<file path="config.mk">
export PLATFORM = sky130hd
export DESIGN_NAME = sfu_job_ctrl_flat
export DESIGN_NICKNAME = d
export VERILOG_FILES = /design/src/rtl/sfu_job_pkg.sv /design/src/rtl/sfu_job_ctrl_if.sv /design/src/rtl/sfu_job_watchdog.sv /design/src/rtl/sfu_job_ctrl.sv /design/src/flat_wrapper.sv
export SDC_FILE = /design/constraint.sdc
export NUM_CORES = 1
export LEC_CHECK = 0
export BUFFER_PORTS_ARGS = -buffer_cell sky130_fd_sc_hd__buf_4
export CORE_UTILIZATION = 41
export CTS_CLUSTER_SIZE = 20
export DETAILED_ROUTE_END_ITERATION = 8
export PLACE_DENSITY = 0.84
export SLEW_MARGIN = 20
export SYNTH_ARGS = -nofsm -noshare
export SYNTH_HDL_FRONTEND = slang
export SYNTH_SLANG_ARGS = --single-unit
export TNS_END_PERCENT = 10
</file>
<file path="constraint.sdc">
create_clock -name clk -period 1.32 [get_ports clk]
set_clock_uncertainty 0.15 [all_clocks]
set_input_delay 0.066 -clock clk [delete_from_list [all_inputs] [get_ports clk]]
set_output_delay 0.066 -clock clk [all_outputs]
set_load 0.005 [all_outputs]
</file>
<file path="src/rtl/sfu_job_pkg.sv">
// sfu_job_pkg: shared types and defaults for the SFU job controller.
//   state_t            : job sequencing states (IDLE, CLEAR, ARM, RUN, DONE)
//   NUM_W_DEF          : default width of beat count / total_num
//   TIMEOUT_CYCLES_DEF : default watchdog limit in RUN cycles
//                        (only meaningful when SFU_JOB_TIMEOUT_EN is defined)
package sfu_job_pkg;

   localparam int          NUM_W_DEF          = 32;
   localparam logic [31:0] TIMEOUT_CYCLES_DEF = 32'd1_000_000;

   typedef enum logic [2:0] {
      IDLE,
      CLEAR,
      ARM,
      RUN,
      DONE
   } state_t;

endpackage

</file>
<file path="src/rtl/sfu_job_ctrl_if.sv">
// sfu_job_ctrl_if: handshake bundle between the job host / finish_gen and
// the job controller.
//   host -> ctrl      : start, cfg_num, abort, irq_clr
//   finish_gen -> ctrl: finish
//   ctrl -> finish_gen: enable, clear, total_num
//   ctrl -> host      : busy, done_pulse, irq, err
// modport slave is the controller view; modport master is the environment.
interface sfu_job_ctrl_if
   import sfu_job_pkg::*;
#(
   parameter int NUM_W = NUM_W_DEF
);

   logic             start;
   logic [NUM_W-1:0] cfg_num;
   logic             abort;
   logic             irq_clr;
   logic             finish;
   logic             enable;
   logic             clear;
   logic [NUM_W-1:0] total_num;
   logic             busy;
   logic             done_pulse;
   logic             irq;
   logic             err;

   modport slave (
      input  start, cfg_num, abort, irq_clr, finish,
      output enable, clear, total_num, busy, done_pulse, irq, err
   );

   modport master (
      output start, cfg_num, abort, irq_clr, finish,
      input  enable, clear, total_num, busy, done_pulse, irq, err
   );

endinterface

</file>
<file path="src/rtl/sfu_job_watchdog.sv">
// sfu_job_watchdog: RUN-cycle counter with expiry compare.
//   clk, rstn : clock, asynchronous active-low reset
//   clr       : restart count (asserted the cycle before RUN is entered)
//   run       : controller is in RUN this cycle
//   expired   : this RUN cycle is the TIMEOUT_CYCLES-th without finish
// Only instantiated when SFU_JOB_TIMEOUT_EN is defined.
module sfu_job_watchdog
   import sfu_job_pkg::*;
#(
   parameter int          NUM_W          = NUM_W_DEF,
   parameter logic [31:0] TIMEOUT_CYCLES = TIMEOUT_CYCLES_DEF
) (
   input  logic clk,
   input  logic rstn,
   input  logic clr,
   input  logic run,
   output logic expired
);

   // count holds the number of RUN cycles already completed, so the last
   // permitted RUN cycle is the one where count equals limit-1.
   localparam logic [NUM_W-1:0] LAST = NUM_W'(TIMEOUT_CYCLES - 32'd1);

   logic [NUM_W-1:0] count;

   always_ff @(posedge clk or negedge rstn) begin
      if (!rstn) begin
         count <= '0;
      end else if (clr) begin
         count <= '0;
      end else if (run) begin
         count <= count + 1'b1;
      end
   end

   assign expired = run && (count == LAST);

endmodule

</file>
<file path="src/rtl/sfu_job_ctrl.sv">
// sfu_job_ctrl: per-job sequencer sitting upstream of finish_gen.
//   clk  : system clock, rising edge
//   rstn : asynchronous active-low reset
//   bus  : sfu_job_ctrl_if.slave (start/cfg_num/abort/irq_clr/finish in,
//          enable/clear/total_num/busy/done_pulse/irq/err out)
// Sequence: IDLE -> CLEAR (pulse finish_gen clear) -> ARM (enable, finish
// ignored while finish_gen settles) -> RUN (until finish) -> DONE (done
// pulse, sticky irq) -> IDLE. Zero-length jobs go straight to DONE.
// Optional: SFU_JOB_TIMEOUT_EN adds a RUN watchdog that ends the job with a
// sticky err; without it err stays 0 and RUN waits indefinitely.
module sfu_job_ctrl
   import sfu_job_pkg::*;
#(
   parameter int          NUM_W          = NUM_W_DEF,
   parameter logic [31:0] TIMEOUT_CYCLES = TIMEOUT_CYCLES_DEF
) (
   input  logic          clk,
   input  logic          rstn,
   sfu_job_ctrl_if.slave bus
);

   state_t           state;
   logic             enable_q;
   logic             clear_q;
   logic             busy_q;
   logic             done_q;
   logic             irq_q;
   logic             err_q;
   logic [NUM_W-1:0] total_q;
   logic             expired;

`ifdef SFU_JOB_TIMEOUT_EN
   sfu_job_watchdog #(
      .NUM_W          (NUM_W),
      .TIMEOUT_CYCLES (TIMEOUT_CYCLES)
   ) u_watchdog (
      .clk     (clk),
      .rstn    (rstn),
      .clr     (state == ARM),
      .run     (state == RUN),
      .expired (expired)
   );
`else
   logic unused_timeout;
   assign unused_timeout = ^TIMEOUT_CYCLES;
   assign expired        = 1'b0;
`endif

   // Single registered FSM. clear and done_pulse default low so they are
   // one-cycle strobes. irq_clr is applied first so a DONE entry in the same
   // cycle overrides it (set wins).
   always_ff @(posedge clk or negedge rstn) begin
      if (!rstn) begin
         state    <= IDLE;
         enable_q <= 1'b0;
         clear_q  <= 1'b0;
         busy_q   <= 1'b0;
         done_q   <= 1'b0;
         irq_q    <= 1'b0;
         err_q    <= 1'b0;
         total_q  <= '0;
      end else begin
         clear_q <= 1'b0;
         done_q  <= 1'b0;
         if (bus.irq_clr) begin
            irq_q <= 1'b0;
         end

         case (state)
            IDLE: begin
               if (bus.start && !bus.abort) begin
                  total_q <= bus.cfg_num;
                  err_q   <= 1'b0;
                  if (bus.cfg_num != '0) begin
                     state   <= CLEAR;
                     clear_q <= 1'b1;
                     busy_q  <= 1'b1;
                  end else begin
                     state  <= DONE;
                     done_q <= 1'b1;
                     irq_q  <= 1'b1;
                  end
               end
            end

            CLEAR: begin
               if (bus.abort) begin
                  state    <= IDLE;
                  enable_q <= 1'b0;
                  busy_q   <= 1'b0;
               end else begin
                  state    <= ARM;
                  enable_q <= 1'b1;
               end
            end

            ARM: begin
               if (bus.abort) begin
                  state    <= IDLE;
                  enable_q <= 1'b0;
                  busy_q   <= 1'b0;
               end else begin
                  state <= RUN;
               end
            end

            // abort beats finish; finish beats watchdog expiry
            RUN: begin
               if (bus.abort) begin
                  state    <= IDLE;
                  enable_q <= 1'b0;
                  busy_q   <= 1'b0;
               end else if (bus.finish || expired) begin
                  state    <= DONE;
                  enable_q <= 1'b0;
                  busy_q   <= 1'b0;
                  done_q   <= 1'b1;
                  irq_q    <= 1'b1;
                  err_q    <= !bus.finish;
               end
            end

            DONE: begin
               state <= IDLE;
            end

            default: begin
               state    <= IDLE;
               enable_q <= 1'b0;
               busy_q   <= 1'b0;
            end
         endcase
      end
   end

   assign bus.enable     = enable_q;
   assign bus.clear      = clear_q;
   assign bus.total_num  = total_q;
   assign bus.busy       = busy_q;
   assign bus.done_pulse = done_q;
   assign bus.irq        = irq_q;
   assign bus.err        = err_q;

endmodule

</file>
<file path="src/flat_wrapper.sv">
// flat-port wrapper written by rule: the top's interface ports become plain ports
module sfu_job_ctrl_flat import sfu_job_pkg::*;
#(
   parameter int          NUM_W          = NUM_W_DEF,
   parameter logic [31:0] TIMEOUT_CYCLES = TIMEOUT_CYCLES_DEF
)
  (clk, rstn, bus_start, bus_cfg_num, bus_abort, bus_irq_clr, bus_finish, bus_enable, bus_clear, bus_total_num, bus_busy, bus_done_pulse, bus_irq, bus_err);
  sfu_job_ctrl_if #(.NUM_W(NUM_W)) bus_i ();
  input  logic clk;
  input  logic rstn;
  input wire logic [$bits(bus_i.start)-1:0] bus_start;
  input wire logic [$bits(bus_i.cfg_num)-1:0] bus_cfg_num;
  input wire logic [$bits(bus_i.abort)-1:0] bus_abort;
  input wire logic [$bits(bus_i.irq_clr)-1:0] bus_irq_clr;
  input wire logic [$bits(bus_i.finish)-1:0] bus_finish;
  output wire logic [$bits(bus_i.enable)-1:0] bus_enable;
  output wire logic [$bits(bus_i.clear)-1:0] bus_clear;
  output wire logic [$bits(bus_i.total_num)-1:0] bus_total_num;
  output wire logic [$bits(bus_i.busy)-1:0] bus_busy;
  output wire logic [$bits(bus_i.done_pulse)-1:0] bus_done_pulse;
  output wire logic [$bits(bus_i.irq)-1:0] bus_irq;
  output wire logic [$bits(bus_i.err)-1:0] bus_err;
  assign bus_i.start = bus_start;
  assign bus_i.cfg_num = bus_cfg_num;
  assign bus_i.abort = bus_abort;
  assign bus_i.irq_clr = bus_irq_clr;
  assign bus_i.finish = bus_finish;
  assign bus_enable = bus_i.enable;
  assign bus_clear = bus_i.clear;
  assign bus_total_num = bus_i.total_num;
  assign bus_busy = bus_i.busy;
  assign bus_done_pulse = bus_i.done_pulse;
  assign bus_irq = bus_i.irq;
  assign bus_err = bus_i.err;
  sfu_job_ctrl #(.NUM_W(NUM_W), .TIMEOUT_CYCLES(TIMEOUT_CYCLES)) u_core (.clk(clk), .rstn(rstn), .bus(bus_i));
endmodule
</file>
==> key figures, run 1 <==
Finish
  – NumNets Final: 342
  – Cell area after layout: 0.002831 mm²
  – Final core occ: 75.08%
  – Antenna diodes: 0
  – Non-Filler Instances: about 350
  – Fraction of layout cells with a size suffix above 1: about 34%
  – Filler cells: between 200 and 300
  – Layout area overhead: 69.90%

Synth
  – Most frequent cell after synthesis: nand2_1
  – Synth cell count leaders: 99 x nand2_1, 41 x dfrtp_1, 8 x nor4_1
  – Cell Area, Synth: 0.001667 mm²
  – Syn Nets: roughly 220
  – Synth Area in XOR/XNOR: 0%
  – Synth Flop Type: dfrtp_1
  – Simple-Gate Fraction of Synth Area: 30.93%
  – Sequential share of the synthesized area: just over 60%
  – Adder-cell share of the synthesized area: 0%
  – Post-synth EDFFs: 0
  – Synthesized area per cell: slightly above 9 µm²
  – FFs w/ async S/R, synth: 100.0%
  – #FFs+latches synth: just over 40
  – Number of distinct library cells after synthesis: 20
  – Post-synthesis cell count: approximately 180
  – Post-synth top area cell: dfrtp_1
  – Mux cell area share after synthesis: 0.6006%
  – Top cells by area, synth: dfrtp_1 62%, nand2_1 22%, nor4_1 3.0%
  – Yosys warning count: 0
  – Complex-gate fraction of the synthesized area: a little over 3%
  – Main combinational cell family by area after synthesis: simple AND/OR/NAND/NOR gates
  – Yosys top cell area share: a little over 60%

Timing
  – Worst slew pin tran: ~0.51 ns
  – Final worst slack: -0.01590 ns
  – Fin Setup TNS: -0.04692 ns
  – Final Hold Viols: 3
  – Final Hold Slack: -0.008805 ns
  – Slew HR: 66.16%
  – Fin crit period: ~1.3 ns
  – Slew Viols, Final: 0
  – Period utilisation layout: 101.2%
  – Fmax achieved: about 750 MHz
  – Setup violators final: 7
  – RSZ-0062 raised after global routing: true

Power
  – Leakage: around 1.5 nW
  – Logic pwr share: between 30% and 40%
  – Pint: around 2.7 mW
  – PwrDens: around 1300 mW/mm²
  – P_sw: 1.037 mW
  – Net switching fraction of the power: about 28%
  – Tot Pwr: 3.693 mW
  – Clock power frac: 21.6%
  – Reg power frac: a little under half
  – IR Drop Worst-Case VDD: 0.7705 mV

Run
  – Max_cap viols: 0

Floorplanning
  – Core region area: 0.003771 mm²
  – Initial Utilization: between 40% and 50%
  – Die area: 0.004324 mm²
  – Std-Cell Rows: 22
  – Die extent in y: 65.76 µm
  – Die W: between 60 and 70 µm
  – I/O pin count: 76

GRT
  – Vias in the first global route: around 1700
  – Maximum number of pins on one net before global-route repair: 42
  – Initial antenna violation count: 0
  – GRT Overall Usage: a little under a quarter
  – GR Overflow Total: 0
  – Global-route wire length before repair: approximately 7500 µm

Routing
  – Routed wire length: roughly 4700 µm
  – Vias per cell: around 4.7
  – Routed Antenna Nets: 0
  – Router iterations before antenna repair: 4
  – Vias: roughly 1700
  – Initial DRC count: between 60 and 70
  – Residual DRC count: 0
  – Routed length per placed instance: 13.28 µm

Hold path
  – Hold_sp: bus_abort
  – Worst Hold Class: input pin to flop

Worst setup path
  – Crit-path max FO: 6
  – CP Cell Sequence: nor2_4, and3_4, o221ai_1, nor2_1
  – Slowest cell delay on critical path: 0.41 ns
  – Slowest-stage cell, CP: dfrtp_1
  – Critical Path Start: u_core.state[2]
  – Setup crit end kind: flop
  – Arrival time at the worst endpoint: between 1 and 1.5 ns
  – Critical Path RT: between 1 and 1.5 ns
  – R2r startpoint: u_core.state[2]
  – Crit start category: flop
  – Crit Path Class: flop to flop

Placement
  – Placed inst area: 0.002330 mm²
  – Post-Place Cells: approximately 310
  – RePlAce Congestion: slightly above 0.8
  – DP Wirelength: slightly above 3000 µm
  – Port Buf Inserts: between 70 and 80
  – Setup slack at placement: -0.2357 ns

Clocking
  – Clock tree root buffer cell: clkbuf_8
  – Num Clock Sinks: just over 40
  – Clock latency at the later pin of the worst-skew pair: ~0.28 ns
  – CTS Hold Bufs: 36
  – CTS clk-pin slew, worst paths: 0.07 ns
  – CTS tree: done
  – Total CTS buffers: 5
  – Clock buffer depth: 2
  – H-tree Lvls: 2

Status
  – Failing checks: negative hold slack, negative setup slack
  – Status: complete, but fails checks
-- layout make-up --
| type | instances | area [µm²] | area share, % |
|---|---|---|---|
| clock buffers | 7 | 86.33 | 3.049 |
| inverters | 1 | 3.754 | 0.1326 |
| multi-input cells | 130 | 593.1 | 20.95 |
| flip-flops and latches | 41 | 1027 | 36.28 |
| well taps | 48 | 60.06 | 2.121 |
| repair buffers | 125 | 1061 | 37.47 |
-- cells by family after synthesis --
family                 Yosys count
AOI/OAI and AO/OA                7
buffers and inverters            8
DFF                             41
muxes                            1
and+or+nand+nor                122
-- layout by cell type, fill, tap and decap left out, types with 3 or more instances in the layout --
cell            n
nand2_1        99
dlygate4sd3_1  36
nand3_1         3
clkbuf_8        6
dfrtp_1        40
buf_4          85
nor4_1          7
-- metal layers --
layer / routed length [µm] / share of wire [%] / track usage [%] / vias to the layer above
met1: 1902 / 41 / 26.88 / 772
met2: 2408 / 52 / 41.20 / 60
met3: 269 / 5.8 / 5.556 / 9
met5: 0 / 0 / 0 / -
met4: 94 / 2.0 / 10.05 / 0
li1: - / - / - / 824
-- flip-flops by register name (all words and copies together), names as in the netlist --
name / flops
u_core.bus.busy: 1
u_core.bus.clear: 1
u_core.bus.done_pulse: 1
u_core.bus.enable: 1
u_core.bus.err: 1
u_core.bus.irq: 1
u_core.bus.total_num: 32
u_core.state: 3
-- power groups by stage --
stage	clock network [mW]	registers, mW	logic (mW)
global route	0.884	1.77	1.28
floorplan	0	1.76	0.333
finish	0.799	1.74	1.15
CTS	0.819	1.74	1.13
global placement	0	1.75	0.995
detailed placement	0	1.75	1.03
-- timing repair --
item                                    in CTS  in global routing
pin swaps                                    1                  5
resized for setup                            2                  4
buffers inserted                             2                  2
endpoints found under the setup margin      35                 38
endpoints found under the hold margin       80                  2
-- final timing paths --
path / to / slack [ns] / cells past startpoint
max reg2reg: u_core.bus.busy / -0.02 / 4
max in group asynchronous: u_core.state[0] / 0.50 / 2
min in group asynchronous: u_core.bus.total_num[21] / 0.15 / 2
min: u_core.state[1] / -0.009 / 3
min reg2reg: u_core.bus.total_num[22] / 0.33 / 2
max: u_core.bus.busy / -0.02 / 4
-- worst max-delay path, delay by kind of cell, from the launching register on --
| kind | cells | cell delay (ns) |
|---|---|---|
| AOI/OAI and AO/OA | 1 | 0.16 |
| and+or+nand+nor | 3 | 0.54 |
| DFF | 1 | 0.41 |
No activity file was read; power rests on OpenSTA's default activity.
==> run 2, diff against run 1 <==
--- a/config.mk
+++ b/config.mk
@@ -5,13 +5,16 @@
 export SDC_FILE = /design/constraint.sdc
 export NUM_CORES = 1
 export LEC_CHECK = 0
-export BUFFER_PORTS_ARGS = -buffer_cell sky130_fd_sc_hd__buf_4
-export CORE_UTILIZATION = 41
+export BUFFER_PORTS_ARGS = -buffer_cell sky130_fd_sc_hd__clkbuf_2
+export CELL_PAD_IN_SITES_DETAIL_PLACEMENT = 0
+export CELL_PAD_IN_SITES_GLOBAL_PLACEMENT = 1
+export CORE_UTILIZATION = 33
 export CTS_CLUSTER_SIZE = 20
 export DETAILED_ROUTE_END_ITERATION = 8
-export PLACE_DENSITY = 0.84
+export PLACE_DENSITY = 0.85
 export SLEW_MARGIN = 20
 export SYNTH_ARGS = -nofsm -noshare
 export SYNTH_HDL_FRONTEND = slang
+export SYNTH_HIERARCHICAL = 1
 export SYNTH_SLANG_ARGS = --single-unit
 export TNS_END_PERCENT = 10
==> run 2 against run 1 <==
  * The flow finishes with violations (negative setup slack)
  * Total power increased by 9.0%
  * Clock power increased by 22%
  * Critical path depth unchanged
  * Non-clock buffer count increased by 9
  * Fmax decreased by 7.2%
  * Sequential power increased by 3%
  * Wire length decreased by 5.5%
  * Area after synthesis increased by 4.7%
  * Via count decreased by 15%
  * Design area increased by 2.1%
  * Synthesized cell count decreased by 39%
  * Register-to-register slack got worse by 0.10 ns
  * Largest power group unchanged
==> key figures, run 2 <==
Timing
  – Period utilisation layout: 109.1% (was 101.2%)
  – Setup violators final: 34 (was 7)
  – Worst slew pin tran: 0.3589 ns (was 0.5077 ns)
  – Slew HR: 75.85% (was 66.16%)
  – RSZ-0062 raised after global routing: true (unchanged)
  – Final Hold Viols: 0 (was 3)
  – Fmax achieved: 694.4 MHz (was 748.6 MHz)
  – Fin Setup TNS: -3.136 ns (was -0.04692 ns)
  – Fin crit period: 1.440 ns (was 1.336 ns)
  – Slew Viols, Final: 0 (unchanged)
  – Final worst slack: -0.1202 ns (was -0.01590 ns)

Floorplanning
  – Std-Cell Rows: 26 (was 22)
  – Die W: 74.70 µm (was 65.76 µm)
  – Die area: 0.005580 mm² (was 0.004324 mm²)
  – I/O pin count: 76 (unchanged)
  – Core region area: 0.005107 mm² (was 0.003771 mm²)
  – Die extent in y: 74.70 µm (was 65.76 µm)
  – Initial Utilization: 34.15% (was 44.19%)

GRT
  – GRT Overall Usage: 16.63% (was 23.45%)
  – Initial antenna violation count: 0 (unchanged)
  – Vias in the first global route: 1483 (was 1724)
  – Maximum number of pins on one net before global-route repair: 42 (unchanged)
  – Global-route wire length before repair: 6948 µm (was 7514 µm)
  – GR Overflow Total: 0 (unchanged)

Clocking
  – Num Clock Sinks: 41 (unchanged)
  – CTS tree: done (unchanged)
  – Clock buffer depth: 2 (unchanged)
  – CTS clk-pin slew, worst paths: 0.08 ns (was 0.07 ns)
  – Clock tree root buffer cell: clkbuf_8 (unchanged)
  – Post-CTS setup buffers: 0 (was 2)
  – Clock latency at the later pin of the worst-skew pair: 0.28 ns (about the same)
  – Total CTS buffers: 5 (unchanged)
  – H-tree Lvls: 2 (unchanged)

Placement
  – DP Wirelength: 2924 µm (was 3058 µm)
  – RePlAce Congestion: 0.6951 (was 0.8104)
  – Port Buf Inserts: 75 (unchanged)
  – Setup slack at placement: -0.2300 ns (was -0.2357 ns)
  – Placed inst area: 0.002394 mm² (was 0.002330 mm²)

Run
  – Max_cap viols: 0 (unchanged)

Routing
  – Total length of routed met2 wires: 2463 µm (was 2408 µm)
  – Met3 WL: 157 µm (was 269 µm)
  – Routed Antenna Nets: 0 (unchanged)
  – Routed length per placed instance: 13.89 µm (was 13.28 µm)
  – Routed length on met1: 1733 µm (was 1902 µm)
  – Top sig layer: met4 (unchanged)
  – Residual DRC count: 0 (unchanged)
  – Router iterations before antenna repair: 3 (was 4)
  – Routed wire length: 4417 µm (was 4674 µm)
  – Vias per cell: 4.475 (was 4.730)
  – Initial DRC count: 68 (was 65)
  – Vias: 1423 (was 1665)

Power
  – Leakage: 1.497 nW (was 1.515 nW)
  – Reg power frac: 44.7% (was 47.2%)
  – P_sw: 1.064 mW (was 1.037 mW)
  – Net switching fraction of the power: 26.42% (was 28.08%)
  – Clock power frac: 24.3% (was 21.6%)
  – PwrDens: 1393 mW/mm² (was 1304 mW/mm²)
  – Tot Pwr: 4.025 mW (was 3.693 mW)
  – Pint: 2.962 mW (was 2.656 mW)
  – IR Drop Worst-Case VDD: 0.9718 mV (was 0.7705 mV)
  – Logic pwr share: 31.0% (was 31.2%)

Synth
  – Syn Nets: 148 (was 217)
  – Synth cell count leaders: 41 x dfrtp_1, 28 x mux2_4, 9 x nor4_1 (was 99 x nand2_1, 41 x dfrtp_1, 8 x nor4_1)
  – Yosys warning count: 6 (was 0)
  – FFs w/ async S/R, synth: 100.0% (unchanged)
  – Top cells by area, synth: dfrtp_1 59%, mux2_4 24%, nor4_1 3.2% (was dfrtp_1 62%, nand2_1 22%, nor4_1 3.0%)
  – Post-synth top area cell: dfrtp_1 (unchanged)
  – Post-synthesis cell count: 110 (was 179)
  – Synthesized area per cell: 15.86 µm² (was 9.311 µm²)
  – Cell Area, Synth: 0.001744 mm² (was 0.001667 mm²)
  – Sequential share of the synthesized area: 58.82% (was 61.56%)
  – Number of distinct library cells after synthesis: 21 (was 20)
  – Post-synth EDFFs: 0 (unchanged)
  – Yosys top cell area share: 58.82% (was 61.56%)
  – Most frequent cell after synthesis: dfrtp_1 (was nand2_1)
  – Synth Flop Type: dfrtp_1 (unchanged)
  – #FFs+latches synth: 41 (unchanged)

Finish
  – Commonest non-fill, non-tap cell in the layout: clkbuf_2 (was nand2_1)
  – Cell area after layout: 0.002890 mm² (was 0.002831 mm²)
  – Max reg flops: 32 (unchanged)
  – Most frequent cells in the layout: 75 x clkbuf_2, 41 x dfrtp_1, 36 x dlygate4sd3_1 (was 99 x nand2_1, 85 x buf_4, 40 x dfrtp_1)
  – NumNets Final: 286 (was 342)
  – Antenna diodes: 0 (unchanged)
  – Fraction of layout cells with a size suffix above 1: 58.47% (was 33.55%)
  – Layout area overhead: 65.71% (was 69.90%)

Worst setup path
  – Setup crit end kind: flop (unchanged)
  – Reg-to-reg slack, setup: -0.12 ns (was -0.02 ns)
  – Worst r2r path cells: 4 (unchanged)
  – Crit start category: flop (unchanged)
  – Reg2reg end: u_core/bus.total_num[7] (was u_core.bus.busy)
  – Critical Path RT: 1.34 ns (was 1.38 ns)
  – R2r startpoint: u_core/state[0] (was u_core.state[2])
  – Arrival time at the worst endpoint: 1.46 ns (was 1.40 ns)
  – Crit-path max FO: 21 (was 6)
  – Crit Path Class: flop to flop (unchanged)

Hold path
  – Hold_sp: bus_abort (unchanged)
  – WHS Path Cells: 4 (was 3)
  – Worst Hold Path EP: u_core/state[0] (was u_core.state[1])
  – Worst Hold Class: input pin to flop (unchanged)

Status
  – Status: complete, but fails checks (unchanged)
  – Failing checks: negative setup slack (was negative hold slack, negative setup slack)
## run 2: what timing repair did
item,CTS,global route
setup endpoints to repair,38,40
pin swaps,0,3
gates cloned,0,0
hold buffers,36,0
gates resized for setup,1,5
endpoints found under the hold margin,78,0
## run 2: power by group through the flow
stage / sequential [mW] / combinational, mW / clock [mW]
global placement: 1.81 / 1.14 / 0
finish: 1.80 / 1.25 / 0.977
floorplan: 1.82 / 0.555 / 0
detailed placement: 1.81 / 1.17 / 0
global route: 1.84 / 1.37 / 1.06
CTS: 1.80 / 1.25 / 1.01
## run 2: critical path: stages, from the launching register on
cell and delay (ns):
dfrtp_1 0.42, nor2_4 0.15, nand3_4 0.11, buf_12 0.19, mux2_4 0.31
## run 2: final cells by class
cell class | count | area (µm²)
clock buffer | 5 | 68.82
clock inverter | 2 | 35.03
fill | 441 | 2217
inverter | 3 | 11.26
multi-input combinational | 63 | 715.7
sequential | 41 | 1026
tap | 70 | 87.58
timing repair buffer | 134 | 945.9
## run 2: logic make-up after synthesis
kind of cell / count (synthesis) / share of synthesized area [%]
DFF: 41 / 58.82
buffers and inverters: 6 / 2.582
and+or+nand+nor: 20 / 7.102
AOI/OAI and AO/OA: 10 / 4.233
muxes: 33 / 27.26
## run 2: routing by layer
metal  up-vias  track usage (%)
li1        682                -
met1       699            20.10
met2        36            29.43
met3         6            3.347
met4         0            5.870
met5         -                0
## run 2: worst max path at each step
stage | cells after the start | slack, ns | from | to
floorplan | 4 | -0.12 | u_core/state[1] | u_core/bus.total_num[0]
global placement | 6 | -0.26 | bus_cfg_num[17] | u_core/bus.irq
detailed placement | 6 | -0.23 | bus_cfg_num[17] | u_core/bus.irq
CTS | 4 | -0.13 | u_core/state[1] | u_core/bus.total_num[5]
global route | 4 | -0.18 | u_core/state[0] | u_core/bus.total_num[21]
finish | 4 | -0.12 | u_core/state[0] | u_core/bus.total_num[7]
## run 2: through the flow
stage | hold WS, ns | cells | util [%]
floorplan | -0.3796 | 110 | -
global placement | -0.09274 | 275 | 46.86
detailed placement | -0.09126 | 275 | 46.86
CTS | 0.005753 | 318 | 56.12
global route | 0.02830 | 318 | 56.59
finish | 0.01317 | 318 | 56.59
